## src/rtl/pid_trig_pkg.sv

```systemverilog
// Shared constants for the PID window trigger: class indices and register map offsets.
// Latency: none (constants only).
// Backpressure: none.
package pid_trig_pkg;

  // Class indices, also the order of classification priority (lowest index wins)
  localparam int NCLS   = 3;
  localparam int CLS_E  = 0;
  localparam int CLS_MU = 1;
  localparam int CLS_PI = 2;

  // Register offsets from BASE_ADDR
  localparam logic [7:0] REG_CTRL     = 8'd0;
  localparam logic [7:0] REG_MASK     = 8'd1;
  localparam logic [7:0] REG_WIN_E    = 8'd2;
  localparam logic [7:0] REG_WIN_MU   = 8'd3;
  localparam logic [7:0] REG_WIN_PI   = 8'd4;
  localparam logic [7:0] REG_PRESC_E  = 8'd5;
  localparam logic [7:0] REG_PRESC_MU = 8'd6;
  localparam logic [7:0] REG_PRESC_PI = 8'd7;
  localparam logic [7:0] REG_STRETCH  = 8'd8;
  localparam logic [7:0] REG_SCAL_E   = 8'd9;
  localparam logic [7:0] REG_SCAL_MU  = 8'd10;
  localparam logic [7:0] REG_SCAL_PI  = 8'd11;
  localparam logic [7:0] REG_STATUS   = 8'd12;
  localparam logic [7:0] NREGS        = 8'd13;

endpackage

```

## src/rtl/pid_class_path.sv

```systemverilog
// One trigger class: prescaler, output stretcher and saturating 32-bit event scaler.
// Latency: raw_i at cycle m -> trig_o high at m+1 for STRETCH+1 cycles; trig_nxt_o is its next-state.
// Backpressure: none; every raw event is counted, a re-fire reloads the stretch.
module pid_class_path
  import pid_trig_pkg::*;
#(
  parameter int PRESC_W   = 16,
  parameter int STRETCH_W = 4
) (
  input  logic                 clk_i,
  input  logic                 rst_i,
  input  logic                 raw_i,
  input  logic                 presc_clr_i,
  input  logic                 scal_clr_i,
  input  logic [PRESC_W-1:0]   presc_i,
  input  logic [STRETCH_W-1:0] stretch_i,
  output logic                 trig_nxt_o,
  output logic                 trig_o,
  output logic [31:0]          scaler_o
);

  logic [PRESC_W-1:0]   cnt_q, cnt_d;
  logic [STRETCH_W-1:0] str_q, str_d;
  logic                 trig_q, trig_d;
  logic [31:0]          scal_q, scal_d;
  logic                 fire;

  // Next-state: prescale decision, stretch countdown and scaler saturation
  always_comb begin
    fire   = raw_i && (cnt_q == presc_i);
    cnt_d  = cnt_q;
    str_d  = str_q;
    trig_d = 1'b0;
    scal_d = scal_q;
    if (presc_clr_i || fire) begin
      cnt_d = '0;
    end else if (raw_i) begin
      cnt_d = cnt_q + 1'b1;
    end
    // Load cycle plus one cycle per nonzero count gives STRETCH+1 high cycles
    if (fire) begin
      str_d  = stretch_i;
      trig_d = 1'b1;
    end else if (str_q != '0) begin
      str_d  = str_q - 1'b1;
      trig_d = 1'b1;
    end
    if (scal_clr_i) begin
      scal_d = '0;
    end else if (raw_i && (scal_q != 32'hFFFF_FFFF)) begin
      scal_d = scal_q + 32'd1;
    end
  end

  // State registers
  always_ff @(posedge clk_i or posedge rst_i) begin
    if (rst_i) begin
      cnt_q  <= '0;
      str_q  <= '0;
      trig_q <= 1'b0;
      scal_q <= '0;
    end else begin
      cnt_q  <= cnt_d;
      str_q  <= str_d;
      trig_q <= trig_d;
      scal_q <= scal_d;
    end
  end

  assign trig_nxt_o = trig_d;
  assign trig_o     = trig_q;
  assign scaler_o   = scal_q;

endmodule

```

## src/rtl/pid_window_trigger.sv

```systemverilog
// RF-phase windowed e/mu/pi hit classifier with per-class prescaled, stretched triggers and bus registers.
// Latency: hit rising at cycle n -> trig_* at n+2; bus read/write ack and read data one cycle after strobe.
// Backpressure: none; simultaneous hits in one cycle merge into one event per class.
module pid_window_trigger
  import pid_trig_pkg::*;
#(
  parameter int         NCH       = 32,
  parameter int         TW        = 8,
  parameter int         PRESC_W   = 16,
  parameter int         STRETCH_W = 4,
  parameter logic [7:0] BASE_ADDR = 8'hD0
) (
  input  logic           clk,
  input  logic           rst,
  input  logic           rf_ref,
  input  logic [NCH-1:0] hit,
  output logic           trig_e,
  output logic           trig_mu,
  output logic           trig_pi,
  output logic           trig_any,
  input  logic [31:0]    DataIn,
  input  logic [7:0]     Address,
  input  logic           Read,
  input  logic           Write,
  output logic [31:0]    DataOut,
  output logic           ack
);

  logic [TW-1:0]        phase_q, phase_d;
  logic [NCH-1:0]       hit_q;
  logic [NCLS-1:0]      raw_q, raw_d, in_win;
  logic [NCLS-1:0]      trig_nxt, trig_vec, presc_clr;
  logic                 trig_any_q, seen_q, seen_d;
  logic [31:0]          dout_q, rdata;
  logic                 ack_q;
  logic                 ctrl_en_q;
  logic [NCH-1:0]       mask_q;
  logic [TW-1:0]        win_lo_q [NCLS];
  logic [TW-1:0]        win_hi_q [NCLS];
  logic [PRESC_W-1:0]   presc_q  [NCLS];
  logic [STRETCH_W-1:0] stretch_q;
  logic [31:0]          scal     [NCLS];
  logic [7:0]           off;
  logic                 in_range, wr_en, rd_en, scal_clr, any_edge;
  logic                 unused_ok;

  assign off      = Address - BASE_ADDR;
  assign in_range = (off < NREGS);
  assign wr_en    = Write && in_range;
  assign rd_en    = Read && in_range;
  assign scal_clr = wr_en && (off == REG_CTRL) && DataIn[1];
  assign presc_clr = {NCLS{wr_en}} & {off == REG_PRESC_PI, off == REG_PRESC_MU, off == REG_PRESC_E};
  assign unused_ok = ^DataIn;

  // Phase, edge detect and classification; all channels share this cycle's timestamp
  always_comb begin
    phase_d = phase_q;
    if (rf_ref) begin
      phase_d = '0;
    end else if (phase_q != '1) begin
      phase_d = phase_q + 1'b1;
    end
    any_edge = |(hit & ~hit_q & mask_q) && ctrl_en_q;
    for (int k = 0; k < NCLS; k++) begin
      in_win[k] = (phase_q >= win_lo_q[k]) && (phase_q <= win_hi_q[k]);
    end
    raw_d[CLS_E]  = any_edge && in_win[CLS_E];
    raw_d[CLS_MU] = any_edge && in_win[CLS_MU] && !in_win[CLS_E];
    raw_d[CLS_PI] = any_edge && in_win[CLS_PI] && !in_win[CLS_E] && !in_win[CLS_MU];
    // A trigger arriving in the read cycle must survive the clear-on-read
    seen_d = trig_any_q || (seen_q && !(rd_en && (off == REG_STATUS)));
  end

  // Datapath registers: phase, hit history, raw class events, status and bus response
  always_ff @(posedge clk or posedge rst) begin
    if (rst) begin
      phase_q    <= '0;
      hit_q      <= '0;
      raw_q      <= '0;
      trig_any_q <= 1'b0;
      seen_q     <= 1'b0;
      dout_q     <= '0;
      ack_q      <= 1'b0;
    end else begin
      phase_q    <= phase_d;
      hit_q      <= hit;
      raw_q      <= raw_d;
      trig_any_q <= |trig_nxt;
      seen_q     <= seen_d;
      dout_q     <= rd_en ? rdata : 32'd0;
      ack_q      <= rd_en || wr_en;
    end
  end

  // Configuration registers; writes are visible the cycle after the strobe
  always_ff @(posedge clk or posedge rst) begin
    if (rst) begin
      ctrl_en_q <= 1'b0;
      mask_q    <= '1;
      stretch_q <= STRETCH_W'(3);
      for (int k = 0; k < NCLS; k++) begin
        win_lo_q[k] <= '1;
        win_hi_q[k] <= '0;
        presc_q[k]  <= '0;
      end
    end else if (wr_en) begin
      case (off)
        REG_CTRL:     ctrl_en_q <= DataIn[0];
        REG_MASK:     mask_q    <= DataIn[NCH-1:0];
        REG_WIN_E:    begin win_lo_q[CLS_E]  <= DataIn[TW-1:0]; win_hi_q[CLS_E]  <= DataIn[16+:TW]; end
        REG_WIN_MU:   begin win_lo_q[CLS_MU] <= DataIn[TW-1:0]; win_hi_q[CLS_MU] <= DataIn[16+:TW]; end
        REG_WIN_PI:   begin win_lo_q[CLS_PI] <= DataIn[TW-1:0]; win_hi_q[CLS_PI] <= DataIn[16+:TW]; end
        REG_PRESC_E:  presc_q[CLS_E]  <= DataIn[PRESC_W-1:0];
        REG_PRESC_MU: presc_q[CLS_MU] <= DataIn[PRESC_W-1:0];
        REG_PRESC_PI: presc_q[CLS_PI] <= DataIn[PRESC_W-1:0];
        REG_STRETCH:  stretch_q <= DataIn[STRETCH_W-1:0];
        default: ;
      endcase
    end
  end

  // Read mux; unused bits read as zero
  always_comb begin
    rdata = '0;
    case (off)
      REG_CTRL:     rdata[0] = ctrl_en_q;
      REG_MASK:     rdata[NCH-1:0] = mask_q;
      REG_WIN_E:    begin rdata[TW-1:0] = win_lo_q[CLS_E];  rdata[16+:TW] = win_hi_q[CLS_E];  end
      REG_WIN_MU:   begin rdata[TW-1:0] = win_lo_q[CLS_MU]; rdata[16+:TW] = win_hi_q[CLS_MU]; end
      REG_WIN_PI:   begin rdata[TW-1:0] = win_lo_q[CLS_PI]; rdata[16+:TW] = win_hi_q[CLS_PI]; end
      REG_PRESC_E:  rdata[PRESC_W-1:0] = presc_q[CLS_E];
      REG_PRESC_MU: rdata[PRESC_W-1:0] = presc_q[CLS_MU];
      REG_PRESC_PI: rdata[PRESC_W-1:0] = presc_q[CLS_PI];
      REG_STRETCH:  rdata[STRETCH_W-1:0] = stretch_q;
      REG_SCAL_E:   rdata = scal[CLS_E];
      REG_SCAL_MU:  rdata = scal[CLS_MU];
      REG_SCAL_PI:  rdata = scal[CLS_PI];
      REG_STATUS:   begin rdata[TW-1:0] = phase_q; rdata[16] = seen_q; end
      default: ;
    endcase
  end

  for (genvar k = 0; k < NCLS; k++) begin : g_cls
    pid_class_path #(
      .PRESC_W  (PRESC_W),
      .STRETCH_W(STRETCH_W)
    ) u_path (
      .clk_i      (clk),
      .rst_i      (rst),
      .raw_i      (raw_q[k]),
      .presc_clr_i(presc_clr[k]),
      .scal_clr_i (scal_clr),
      .presc_i    (presc_q[k]),
      .stretch_i  (stretch_q),
      .trig_nxt_o (trig_nxt[k]),
      .trig_o     (trig_vec[k]),
      .scaler_o   (scal[k])
    );
  end

  assign trig_e   = trig_vec[CLS_E];
  assign trig_mu  = trig_vec[CLS_MU];
  assign trig_pi  = trig_vec[CLS_PI];
  assign trig_any = trig_any_q;
  assign DataOut  = dout_q;
  assign ack      = ack_q;

endmodule

```

## config.mk

```make
export PLATFORM = sky130hd
export DESIGN_NAME = pid_window_trigger
export DESIGN_NICKNAME = d
export VERILOG_FILES = /design/src/rtl/pid_trig_pkg.sv /design/src/rtl/pid_class_path.sv /design/src/rtl/pid_window_trigger.sv
export SDC_FILE = /design/constraint.sdc
export NUM_CORES = 1
export LEC_CHECK = 0
export BUFFER_PORTS_ARGS = -buffer_cell sky130_fd_sc_hd__buf_2
export CAP_MARGIN = 20
export CORE_MARGIN = 2
export CORE_UTILIZATION = 55
export CTS_BUF_LIST = sky130_fd_sc_hd__clkbuf_8
export DETAILED_ROUTE_END_ITERATION = 8
export GPL_TIMING_DRIVEN = 0
export HOLD_SLACK_MARGIN = 0.15
export PLACE_DENSITY_LB_ADDON = 0.25
export SYNTH_ARGS = -nofsm -noshare
export SYNTH_HDL_FRONTEND = slang
export SYNTH_HIERARCHICAL = 1
export SYNTH_SLANG_ARGS = --single-unit
```

## constraint.sdc

```tcl
create_clock -name clk -period 9.9 [get_ports clk]
set_clock_uncertainty 0.1 [all_clocks]
set_input_delay 0.495 -clock clk [delete_from_list [all_inputs] [get_ports clk]]
set_output_delay 0.495 -clock clk [all_outputs]
set_load 0.01 [all_outputs]
```

# [Yosys cells after proc, flatten, opt, wreduce, memory -nomap -nowiden]
# Cells that the tools add are included.
[word_totals] word_cells=161 inputBits=77 register_bits=370 output_inout_bits=37
[classes] add_sub_neg=11 n_eq_ne=19 n_mux=34 n_reduce_logical=55 n_bitwise=4 order_cmp=7
[ops] cell="32-bit 2-to-1 mux" count=7
[ops] cell="32-bit by 1-bit adder with 32-bit output (second input constant)" count=3
[ops] cell="16-bit 2-to-1 mux" count=6
[ops] cell="32-bit != test (second input constant)" count=3
[ops] cell="32-bit AND" count=2
[ops] cell="8-bit case mux with 7 select lines" count=1
[ops] cell="7-bit case mux with 7 select lines" count=1
[ops] cell="16-bit by 1-bit adder with 16-bit output (second input constant)" count=3
[ops] cell="16-bit == test" count=3
[ops] cell="4-bit case mux with 11 select lines" count=1
[ops] cell="8-bit by 4-bit == test with 1-bit output (second input constant)" count=5
[ops] cell="3-bit case mux with 12 select lines" count=1
[ops] cell="8-bit by 3-bit == test with 1-bit output (second input constant)" count=4
[ops] cell="32-bit NOT" count=1
[ops] cell="8-bit case mux with 4 select lines" count=1
[ops] cell="32-bit OR reduction" count=1
[ops] cell="8-bit greater-or-equal comparator" count=3
[ops] cell="8-bit <= comparator" count=3
[ops] cell="4-bit 2-to-1 mux" count=6
[ops] cell="1-bit logical AND" count=22
[ops] cell="2-bit nonzero test" count=10
[ops] cell="2-bit AND reduction" count=9
[ops] cell="8-bit by 2-bit == test with 1-bit output (second input constant)" count=2
[ops] cell="8-bit 2-to-1 mux" count=2
[ops] cell="other kinds (15)" count=30

# [Depth between registers and ports, before layout]
[depth] depth_word=8 depth_mapped=10 ltp_nobuf=8

# [Hierarchy]
# Netlist, hierarchy kept.
[modules_own_cells] mod="pid_window_trigger" cells_each=950 instances=1 seq_area_each_um2=5352.6 area_per_inst_um2=10645.2
[modules_own_cells] mod="pid_class_path" cells_each=314 instances=3 seq_area_each_um2=1326.3 area_per_inst_um2=3047.9

# [Least setup slack after synthesis]
# Ideal clock, no wire load.
[synth_path] path_type="input to register" from="in Address[1]" to="reg g_cls[0].u_path.scal_q[7]" setup_ps=119 arrival_ps=2725 stages=9 setup_slack_ps=6956 t_required_ps=9681 path_buffers=4 cell_sequence="buf_6 -> or2_1 -> buf_2 -> nor2_1 -> nand3_1 -> nor2_1 -> clkdlybuf4s25_2 -> dlygate4sd3_1 -> o21ba_1"
[synth_between] elab_chain_len=6 elab_cells_between_ends=8 classes_between="1 x add/sub; 1 x order compare; 1 x mux; 5 x reduce/logical"
[synth_lines] element="start, declared" line_no="pid_window_trigger.sv:22" source="input logic [7:0] Address,"
[synth_lines] element="8-bit subtractor (*)" line_no="pid_window_trigger.sv:47" source="assign off = Address - BASE_ADDR;"
[synth_lines] element="8-bit by 4-bit < comparator with 1-bit output" line_no="pid_window_trigger.sv:48" source="assign in_range = (off < NREGS);"
[synth_lines] element="1-bit logical AND" line_no="pid_window_trigger.sv:49" source="assign wr_en = Write && in_range;"
[synth_lines] element="1-bit logical AND (*) (2 in series)" line_no="pid_window_trigger.sv:51" source="assign scal_clr = wr_en && (off == REG_CTRL) && DataIn[1];"
[synth_lines] element="named net scal_clr" line_no="pid_window_trigger.sv:44" source="logic in_range, wr_en, rd_en, scal_clr, any_edge;"
[synth_lines] element="32-bit 2-to-1 mux or 2-bit nonzero test (tied branches)"
[synth_lines] element="end signal, assigned" line_no="pid_class_path.sv:66" source="scal_q <= scal_d;"
[synth_lines] element="end, declared" line_no="pid_class_path.sv:25" source="logic [31:0] scal_q, scal_d;"
# The timed path passes the listed nets; every way through them passes the cells marked *.
# A chain may end at the register's enable or synchronous reset.

# [Final worst setup path]
[layout_path] from="in Address[0]" to="reg g_cls[2].u_path.scal_q[7]"
[layout_between] elab_chain_len=6 elab_cells_between_ends=8 classes_between="1 x add/sub; 1 x order compare; 1 x mux; 5 x reduce/logical"
[layout_lines] element="8-bit subtractor (*)" line_no="pid_window_trigger.sv:47"
[layout_lines] element="8-bit by 4-bit < comparator with 1-bit output" line_no="pid_window_trigger.sv:48"
[layout_lines] element="1-bit logical AND" line_no="pid_window_trigger.sv:49"
[layout_lines] element="1-bit logical AND (*) (2 in series)" line_no="pid_window_trigger.sv:51"
[layout_lines] element="named net scal_clr" line_no="pid_window_trigger.sv:44"
[layout_lines] element="32-bit 2-to-1 mux or 2-bit nonzero test (tied branches)"
[layout_lines] element="end signal, assigned" line_no="pid_class_path.sv:66"
[layout_lines] element="end, declared" line_no="pid_class_path.sv:25"
# Marks and branches as above.

==> metrics.txt <==
outcome complete, but fails checks; failing checks DRC; XOR/XNOR Fraction of Synth Area 6.15%; Die ar. 37,500 um2; CTS max path bufs 3; Leak Pwr 10.6 nW; FILL cells 2,813; Comb pwr share 14.3%; peak supply drop 0.104 mV; post-CTS setup buffers 0; Max Slew Vio Count 0; # IOs 114; number of synthesized flops with an enable pin 0; overall power 0.00367 W; post-route setup TNS 0 ns; count of buffers from port buffering 110; Final period util 32.2%; worst path bufs/invs 4; Max transition margin 28.4%; Req. time, crit path 10.30 ns; CTS Buf Count 66; global-route wire length before repair 95.6 mm; Die X 194 um; Site Rows 69; Synth async-reset ratio 100%; crit end category register; mux cell area share after synthesis 8.62%; Post-Synthesis Cells 1,892; RSZ-0062 raised after global routing false; WL/cell 23.5 um; antenna cells 0; post-synthesis sequential area ratio 47.2%; worst-margin pin slew 1.07 ns; total number of vias 16,600; Syn Area/Cell 10.5 um2; fin nets 2,274; Post-Synth Simple-Gate Area 17.9%; DRT Wirelength 62.2 mm; final std cells w/o fill 2,645; Core Util, Final 64.8%; clk_lat worst skew 0.62 ns; H-tree levels 3; mapped cell area 19,800 um2; max layer used met5; sw power 0.00104 W; iteration-0 DRC count of the detailed router 1,565; Clock Tree Root clkbuf_8; sw frac 28.3%; post-route ant nets 0; Num Clock Sinks 370; Synth Area in Adders 3.86%; FF/Latch Area 9330 um2; Synth-to-Final Area Change 16.2%; largest net degree at the start of global routing 134; Initial Util 55.8%; clk slew on worst S/H paths 0.06 ns; Met2 Wirelength 28.1 mm; Internal Power 0.00263 W; CTS tree built; most frequent cells in the layout dfrtp_1, nor2_1, buf_2; fraction of layout cells with a size suffix above 1 21.9%; Post-Syn Nets 2,030; Synth cell types 82; commonest non-fill, non-tap cell in the layout dfrtp_1; FF-to-FF path depth 8; Crit Path Category in -> reg; DIE HEIGHT 194 um; FF+latch count, synth 370; vias per cell 6.26; final setup violation count 0; Final HPWL DP 45.8 mm; Cell Chain, Critical Path buf_2 -> or2_1 -> buf_2 -> nor2_1 -> nand3_1 -> nor2_1 -> clkdlybuf4s25_2 -> dlygate4sd3_1 -> o21ba_1; vias in the first global route 16,200; Ys Warns 6; CP max-delay cell dlygate4sd3_1; grt total ovfl 0; DRT Pass-1 Iters 9; GPL Wtd Cong 0.991; drt drc 2; dpl ws 6.18 ns; final worst setup slack 6.71 ns; CP max stage delay 0.85 ns; Power Density 160 nW/um2; worst hold-check path type in -> reg; main combinational cell family by area after synthesis simple AND/OR/NAND/NOR gates; Core ar. 35,500 um2; cell count along the critical path 9; Metal-1 WL 25.8 mm; hold path depth 2; Max-Cap Viols 0; Synth Area in Compound Gates 12.4%; Cells after DPL 2,467; CP Max Fanout 10; most common flop cell mapped by yosys dfrtp_1; Overall Global Routing Usage 33.2%; critical path's top delay family buffers and inverters; Critical Path Start Type primary input; area occupied by multi-input gates 9690 um2; hold violation count in the final report 0; arrival time of the worst setup path 3.59 ns; Flop pwr share 45.6%; WL met3 5.53 mm; antenna violations before repair 5; min Tclk post-route 3.19 ns; Fmax 313 MHz; clock share of power 40.2%
==> synthesized netlist by cell type, drive strengths merged, types with 12 or more instances <==
library cell  count  share of area, %
nand4            60               2.1
o22ai            12              0.38
or4              17              0.64
dfstp            58               7.7
a22oi            35               1.3
a21oi            97               2.5
mux2i            31               1.6
o31ai            21               1.0
or3              45               1.5
nand2           124               2.4
nor3             41               1.6
nor4             34               1.2
xnor2            61               2.7
nor2            161               3.1
a31oi            20              0.63
inv              79               1.5
mux2            118               7.1
xor2             78               3.5
clkbuf           29              0.55
o21ai            94               2.4
buf              44               1.5
dfrtp           312                39
nand3            72               2.0
nand3b           15              0.57
a221oi           17              0.75
and3             15              0.47
ha               61               3.9
and4             19              0.90
==> registers in the layout, indices dropped and copies added (netlist names) <==
name	count
mask_q	32
g_cls.u_path/scaler_o	96
stretch_q	4
hit_q	32
ctrl_en_q	1
trig_any	1
g_cls.u_path/cnt_q	48
phase_q	8
DataOut	32
g_cls.u_path/trig_o	3
ack	1
win_lo_q	24
raw_q	3
g_cls.u_path/str_q	12
presc_q	48
seen_q	1
win_hi_q	24
==> cell families after synthesis <==
family / count (synthesis)
AOI/OAI and AO/OA: 368
xor gates and xnor gates: 139
adders and majority gates: 61
buffers and inverters: 158
DFF: 370
muxes: 149
and+or+nand+nor: 647
==> worst reg2reg max path, stage by stage (launching register included) <==
cell and delay, ns:
dfrtp_1 0.45, inv_1 0.33, ha_1 0.29, nand2b_1 0.14, a21o_1 0.17, a211o_1 0.28
a221oi_1 0.40, o221ai_1 0.25, and4b_1 0.31
==> timing repair <==
item                      CTS  global route
gates resized for setup     0             0
hold endpoints to repair  217             0
hold buffers               62             0
==> power groups by stage <==
stage / combinational (W) / sequential [W] / clock, W
floorplan: 0.000367 / 0.00167 / 0
global placement: 0.000475 / 0.00169 / 0
detailed placement: 0.000498 / 0.00169 / 0
CTS: 0.000519 / 0.00167 / 0.00150
global route: 0.000580 / 0.00168 / 0.00157
finish: 0.000523 / 0.00167 / 0.00147
==> through the flow <==
step / instance area, um2 / hold WS [ns]
after floorplan: 19800 / 0.350
after global placement: 20900 / 0.387
after detailed placement: 21000 / 0.395
after CTS: 23000 / 0.171
after global routing: 23000 / 0.194
final: 23000 / 0.229
==> metal layers <==
layer,track usage [%],up-vias
met3,5.97,164
li1,-,7422
met1,46.3,8127
met2,51.3,833
met5,0,-
met4,14.2,4
==> layout make-up <==
type / instances / area share (%)
clock buffer: 89 / 5.33
timing repair buffer: 176 / 5.47
buffer: 79 / 2.05
inverter: 79 / 1.32
sequential: 370 / 40.6
clock inverter: 27 / 0.626
multi-input combinational: 1364 / 42.1
tap: 461 / 2.51
==> final timing paths <==
check / startpoint / end / slack, ns
setup / recovery: Address[0] / g_cls[2].u_path/scaler_o[7] / 6.71
hold / removal: DataIn[13] / mask_q[13] / 0.23
setup reg to reg: phase_q[0] / raw_q[2] / 7.12
hold reg to reg: win_hi_q[1] / win_hi_q[1] / 0.41
max in group asynchronous: rst / phase_q[7] / 8.18
min in group asynchronous: rst / g_cls[1].u_path/scaler_o[7] / 0.39
No activity file was read; power rests on OpenSTA's default activity.
